[config.mk]
export PLATFORM = sky130hd
export DESIGN_NAME = ex_operand_stage
export DESIGN_NICKNAME = d
export VERILOG_FILES = /design/src/rtl/ex_operand_stage.sv
export SDC_FILE = /design/constraint.sdc
export NUM_CORES = 1
export LEC_CHECK = 0
export ABC_AREA = 1
export BUFFER_PORTS_ARGS = -buffer_cell sky130_fd_sc_hd__buf_2
export CAP_MARGIN = 30
export CELL_PAD_IN_SITES_DETAIL_PLACEMENT = 2
export CELL_PAD_IN_SITES_GLOBAL_PLACEMENT = 2
export CORE_AREA = 3 3 190 192
export CTS_CLUSTER_SIZE = 8
export DETAILED_ROUTE_END_ITERATION = 7
export DIE_AREA = 0 0 193 195
export PLACE_DENSITY_LB_ADDON = 0.1
export SYNTH_ARGS = -nofsm -noshare
export SYNTH_HDL_FRONTEND = slang
export SYNTH_SLANG_ARGS = --single-unit
[constraint.sdc]
create_clock -name clk_i -period 1.7 [get_ports clk_i]
set_clock_uncertainty 0.15 [all_clocks]
set_input_delay 0.51 -clock clk_i [delete_from_list [all_inputs] [get_ports clk_i]]
set_output_delay 0.51 -clock clk_i [all_outputs]
set_load 0.05 [all_outputs]
[src/rtl/ex_operand_stage.sv]
// EX operand stage: picks operands A/B from the register file, forwarding sources, PC or immediate,
// and holds them in a one-entry valid/ready buffer with flush and a saturating stall counter.
module ex_operand_stage #(
    parameter int              XLEN     = 32,
    parameter int              NUM_FWD  = 2,
    parameter int              SEL_W    = 2,
    parameter logic [XLEN-1:0] RESET_PC = 32'h8000_0000,
    parameter int              CNT_W    = 16
) (
    input  logic                    clk_i,
    input  logic                    reset_ni,
    input  logic                    in_valid_i,
    output logic                    in_ready_o,
    input  logic [XLEN-1:0]         rd1_i,
    input  logic [XLEN-1:0]         rd2_i,
    input  logic [XLEN-1:0]         imm_i,
    input  logic [XLEN-1:0]         pc_i,
    input  logic [NUM_FWD*XLEN-1:0] fwd_data_i,
    input  logic [SEL_W-1:0]        fwd_a_sel_i,
    input  logic [SEL_W-1:0]        fwd_b_sel_i,
    input  logic                    a_pc_i,
    input  logic                    b_imm_i,
    input  logic                    flush_i,
    output logic                    out_valid_o,
    input  logic                    out_ready_i,
    output logic [XLEN-1:0]         op_a_o,
    output logic [XLEN-1:0]         op_b_o,
    output logic [XLEN-1:0]         store_data_o,
    output logic [XLEN-1:0]         pc_o,
    output logic [CNT_W-1:0]        stall_cnt_o
);

    // Selector 0 is the register file, k selects source k-1, anything beyond NUM_FWD yields zero.
    function automatic logic [XLEN-1:0] fwd_pick(
        input logic [SEL_W-1:0]        sel,
        input logic [XLEN-1:0]         rf,
        input logic [NUM_FWD*XLEN-1:0] srcs
    );
        logic [XLEN-1:0] r;
        r = '0;
        if (sel == '0) begin
            r = rf;
        end
        for (int k = 0; k < NUM_FWD; k++) begin
            if (sel == SEL_W'(k + 1)) begin
                r = srcs[k*XLEN +: XLEN];
            end
        end
        return r;
    endfunction

    logic [XLEN-1:0] fa;
    logic [XLEN-1:0] fb;
    logic [XLEN-1:0] a_next;
    logic [XLEN-1:0] b_next;
    logic            accept;
    logic            stalled;

    always_comb begin
        fa     = fwd_pick(fwd_a_sel_i, rd1_i, fwd_data_i);
        fb     = fwd_pick(fwd_b_sel_i, rd2_i, fwd_data_i);
        a_next = a_pc_i ? pc_i : fa;
        b_next = b_imm_i ? imm_i : fb;
    end

    assign in_ready_o = !out_valid_o || out_ready_i || flush_i;
    assign accept     = in_valid_i && in_ready_o && !flush_i;
    assign stalled    = out_valid_o && !out_ready_i && !flush_i;

    always_ff @(posedge clk_i) begin
        if (!reset_ni) begin
            out_valid_o  <= 1'b0;
            op_a_o       <= '0;
            op_b_o       <= '0;
            store_data_o <= '0;
            pc_o         <= RESET_PC;
        end else if (flush_i) begin
            out_valid_o <= 1'b0;
        end else if (accept) begin
            out_valid_o  <= 1'b1;
            op_a_o       <= a_next;
            op_b_o       <= b_next;
            store_data_o <= fb;
            pc_o         <= pc_i;
        end else if (out_valid_o && out_ready_i) begin
            out_valid_o <= 1'b0;
        end
    end

    always_ff @(posedge clk_i) begin
        if (!reset_ni) begin
            stall_cnt_o <= '0;
        end else if (stalled && (stall_cnt_o != '1)) begin
            stall_cnt_o <= stall_cnt_o + CNT_W'(1);
        end
    end

endmodule
# After elaboration in Yosys (flattened, before gate mapping)
# Cells that the tools add are included.
# totals
reg_bits	145
wordCells	40
in_bits	203
out_inout_bits	146
# classes
bitwise	2
n_reduce_logical	16
n_mux	10
eq_ne	5
addsub	1
# ops
operator	n
2-to-1 mux 32 bit	8
adder 16 x 1 -> 16 bit, second input constant	1
inequality test 16 bit, second input constant	1
logical AND 1 bit	6
equality test 2 x 1 -> 1 bit, second input constant	2
equality test 2 bit, second input constant	2
zero test 2 bit	2
zero test 1 bit	3
logical OR 1 bit	2
2-to-1 mux 1 bit	2
NOT 1 bit	2
AND reduction 2 bit	1
nonzero test 2 bit	1
OR reduction 2 bit	1

# Logic depth before layout (Yosys ltp)
# logic_depth
word_depth	6
mapped_depth	9
depth_no_buf	9

# Worst setup path before layout
# No wires, ideal clock.
# synth_path
path_type	register to register
start	register stall_cnt_o[0]
end	register stall_cnt_o[1]
required_ps	1434
path_stages_with_launch	10
slack_ps	-327
n_path_buf	1
t_arrival_ps	1761
cell_sequence	dfxtp_1 -> ha_1 -> inv_1 -> nor2_2 -> nand2_2 -> nor2_2 -> nor2_4 -> buf_6 -> nor2_1 -> nor2_1
# synth_via
elab_chain_len	2
# synth_lines
item	line	source
from (decl)	30	output logic [CNT_W-1:0] stall_cnt_o
from (signal assigned)	94	stall_cnt_o <= stall_cnt_o + CNT_W'(1);
parallel branches: the longest is 2 deep, another holds adder 16 x 1 -> 16 bit	--	
# Several ways; the timed one is not identified.
# A chain may end at the register's enable or synchronous reset.

# Final worst setup path
# layout_path
start	register out_valid_o
end	output in_ready_o
# layout_via
elab_chain_len	3
# layout_lines
item	line	source
from (decl)	24	output logic out_valid_o,
from (signal assigned)	72	out_valid_o <= 1'b0;
from (signal assigned)	78	out_valid_o <= 1'b0;
from (signal assigned)	80	out_valid_o <= 1'b1;
zero test 1 bit	66	assign in_ready_o = !out_valid_o || out_ready_i || flush_i;
logical OR 1 bit (2 in a row)	66	
to (decl)	13	output logic in_ready_o,
# Every way passes these cells.

==> impl_metrics.env <==
export IMPL_synthesis_instances=1087
export IMPL_slew_violations=0
export IMPL_total_power_mw=10.9
export IMPL_drive_gt1_share_pct=46.4
export IMPL_grt_pass1_wl_mm=59.5
export IMPL_hold_viol=0
export IMPL_run_status="finished with violations"
export IMPL_postPlaceCellArea_mm2=0.0101
export IMPL_grt_pass1_vias=9692
export IMPL_path_delay_family="flip-flops"
export IMPL_post_route_drc_count=0
export IMPL_synth_avg_cell_area_um2=6.65
export IMPL_grt_met3_usage_pct=6.30
export IMPL_io_buffer_count=348
export IMPL_vias_per_cell=4.63
export IMPL_syn_area_mm2=0.00723
export IMPL_ys_ff_latch=145
export IMPL_wirelength_mm=43.1
export IMPL_fmax_ghz=0.550
export IMPL_setup_slack_ns=-0.119
export IMPL_path_buf_inv=2
export IMPL_worstHoldPathType="in2reg"
export IMPL_die_h_um=195
export IMPL_grt_busiest_layer="met2"
export IMPL_core_mm2=0.0345
export IMPL_holdPathStages=3
export IMPL_final_nets=1711
export IMPL_critPathKind="reg2out"
export IMPL_p_seq_share_pct=34.6
export IMPL_globalRouteMet2Util_pct=34.4
export IMPL_synth_fp_nets=1291
export IMPL_yosys_warnings=0
export IMPL_dr_pass1_iters=4
export IMPL_violations="negative setup slack"
export IMPL_vdd_drop_max_mv=0.722
export IMPL_min_to="op_b_o[9]$_SDFFE_PN0P_"
export IMPL_synth_compound_area_share_pct=24.7
export IMPL_hpwl_mm=30.7
export IMPL_ant_nets=0
export IMPL_post_place_ws_ns=-0.235
export IMPL_clock_path_buffers=2
export IMPL_grt_max_degree=56
export IMPL_r2r_start="out_valid_o$_SDFFE_PP0P_"
export IMPL_worst_path_max_fanout=2
export IMPL_final_util_pct=37.4
export IMPL_p_per_area_mw_per_mm2=840
export IMPL_dp_cells=1898
export IMPL_synth_cell_types=29
export IMPL_internal_power_mw=7.10
export IMPL_gp_congestion=0.868
export IMPL_period_needed_ns=1.82
export IMPL_grt_overflow=0
export IMPL_synth_fa_ha_area_share_pct=0.173
export IMPL_ys_seq_area_share_pct=40.2
export IMPL_io_pins=349
export IMPL_finalCritPeriodShare_pct=107
export IMPL_rsz0062_at_grt="true"
export IMPL_setup_viol=45
export IMPL_gr_usage_all_layers_pct=20.9
export IMPL_reg2reg_to="op_b_o[16]$_SDFFE_PN0P_"
export IMPL_r2r_setup_slack_ns=-0.06
export IMPL_vias=9169
export IMPL_ff2ff_path_depth=9
export IMPL_worstSetupStartpointType="register"
export IMPL_use_met1_pct=26.5
export IMPL_clk_pin_slew_worst_paths_ns=0.07
export IMPL_path_cells="nand2_4, nor2_4, inv_2, buf_8"
export IMPL_crit_path_max_incr_delay_ns=0.35
export IMPL_initial_core_util_pct=20.9
export IMPL_arrival_ns=1.16
export IMPL_synth_xor_area_share_pct=0.727
export IMPL_p_sw_mw=3.75
export IMPL_worstMarginPinSlew_ns=0.567
export IMPL_holdWs_ns=0.180
export IMPL_cts_sinks=145
export IMPL_synth_mux_area_share_pct=0
export IMPL_clk_latency_ns=0.44
export IMPL_combPwrFrac_pct=27.0
export IMPL_netSwitchingFraction_pct=34.5
export IMPL_hp_start="imm_i[9]"
export IMPL_p_leak_nw=5.84
export IMPL_area_growth_pct=78.7
export IMPL_fin_setup_tns_ns=-1.26
export IMPL_detail_route_wl_per_cell_um=21.8
export IMPL_cts_root_buf="clkbuf_16"
export IMPL_die_w_um=193
export IMPL_synth_top_family_by_area="simple AND/OR/NAND/NOR gates"
export IMPL_drv_cap=0
export IMPL_maxSlewHeadroom_pct=62.2
export IMPL_tritoncts="built"
export IMPL_htreeDepth=4
export IMPL_required_ns=1.04
export IMPL_critPathCaptureType="primary output"
export IMPL_dieArea_mm2=0.0376
export IMPL_yosys_area_share_simple_pct=26.2
export IMPL_antenna_found_initial=22
export IMPL_cts_hold_buf=0
export IMPL_clkPwrFrac_pct=38.4
export IMPL_slowest_stage="dfxtp_2"
export IMPL_cts_buffers=17
export IMPL_drtIter0Drc=311
export IMPL_postLayoutCellArea_mm2=0.0129
export IMPL_row_count=68
export IMPL_instances_no_fill=1982
cell usage after synthesis (all sizes together):
cell type	number	area, um2
a21oi	140	738
nand4	6	37.5
clkbuf	32	120
xnor2	3	26.3
xor2	3	26.3
o21ai	171	860
buf	46	264
a211oi	1	7.51
a31o	1	8.76
ha	1	12.5
nor2	178	703
nor3	22	110
inv	52	195
nand2	253	957
nand3	16	85.1
dfxtp	145	2900
o211ai	17	173
registers in the layout, indices dropped and copies added, names as in the netlist:
register,cells
pc_o,32
out_valid_o,1
op_b_o,32
store_data_o,32
stall_cnt_o,16
op_a_o,32
worst reg2reg max path, cell delays in order, from the launching register on:
cell and delay (ns):
dfxtp_2 0.35, nand2_4 0.06, buf_4 0.14, buf_4 0.13, nand3_4 0.08, buf_12 0.21
buf_16 0.20, clkbuf_16 0.19, a21oi_2 0.04, a21oi_1 0.14
layout make-up:
| class | count | area (um2) |
|---|---|---|
| flip-flops and latches | 145 | 2950 |
| fillers | 4006 | 21600 |
| clock buffers | 19 | 453 |
| diodes | 7 | 17.5 |
| repair buffers | 477 | 4070 |
| clock inverters | 13 | 175 |
| repair inverters | 2 | 25.0 |
| inverters | 52 | 211 |
| multi-input cells | 812 | 4440 |
| well taps | 455 | 569 |
logic make-up (layout without fill, tap and decap cells):
logic type      Yosys count  after routing
compound gates          330            330
xor+xnor                  6              6
fa+ha+maj                 1              1
buf+inv                 130            563
flops                   145            145
other cells               0              7
simple gates            475            475
cells in the final DEF, fill, tap and decap left out, drive strengths merged:
cell type,synthesis,final
ha,1,1
bufinv,0,3
buf,46,465
xor2,3,3
nand3,16,16
clkbuf,32,31
o211ai,17,17
dfxtp,145,145
a31o,1,1
nor3,22,22
nor2,178,178
nand2,253,253
o21ai,171,171
xnor2,3,3
a21oi,140,140
nand4,6,6
clkinvlp,0,1
diode,0,7
clkinv,0,4
a211oi,1,1
inv,52,59
repair_timing:
item / in CTS / in global routing
pin swaps: 2 / 67
cloned: 0 / 18
endpoints found under the setup margin: 157 / 172
setup buffers: 21 / 11
gates resized for setup: 219 / 329
metal layers:
| metal | up-vias | share of wire (%) |
|---|---|---|
| met2 | 213 | 48 |
| met3 | 62 | 5.9 |
| met4 | 28 | 1.9 |
| met5 | - | 0.37 |
| met1 | 4429 | 43 |
| li1 | 4437 | - |
power groups by stage:
stage	Combinational (mW)	Sequential, mW	Clock (mW)
global route	3.12	3.79	4.42
finish	2.93	3.76	4.17
detailed placement	2.39	3.79	0
global placement	2.37	3.78	0
floorplan	0.680	4.49	0
CTS	2.54	3.73	4.28
how the worst max path moves through the flow:
| stage | to | start | slack [ns] | cells past startpoint |
|---|---|---|---|---|
| after floorplan | stall_cnt_o[10]$_SDFFE_PN0P_ | out_ready_i | -0.06 | 8 |
| after global placement | op_a_o[16]$_SDFFE_PN0P_ | fwd_a_sel_i[0] | -0.23 | 9 |
| after detailed placement | op_a_o[16]$_SDFFE_PN0P_ | fwd_a_sel_i[0] | -0.24 | 9 |
| after CTS | in_ready_o | out_valid_o$_SDFFE_PP0P_ | -0.14 | 4 |
| after global routing | in_ready_o | out_valid_o$_SDFFE_PP0P_ | -0.19 | 4 |
| final | in_ready_o | out_valid_o$_SDFFE_PP0P_ | -0.12 | 4 |
Power figures use the tool's default switching activity.
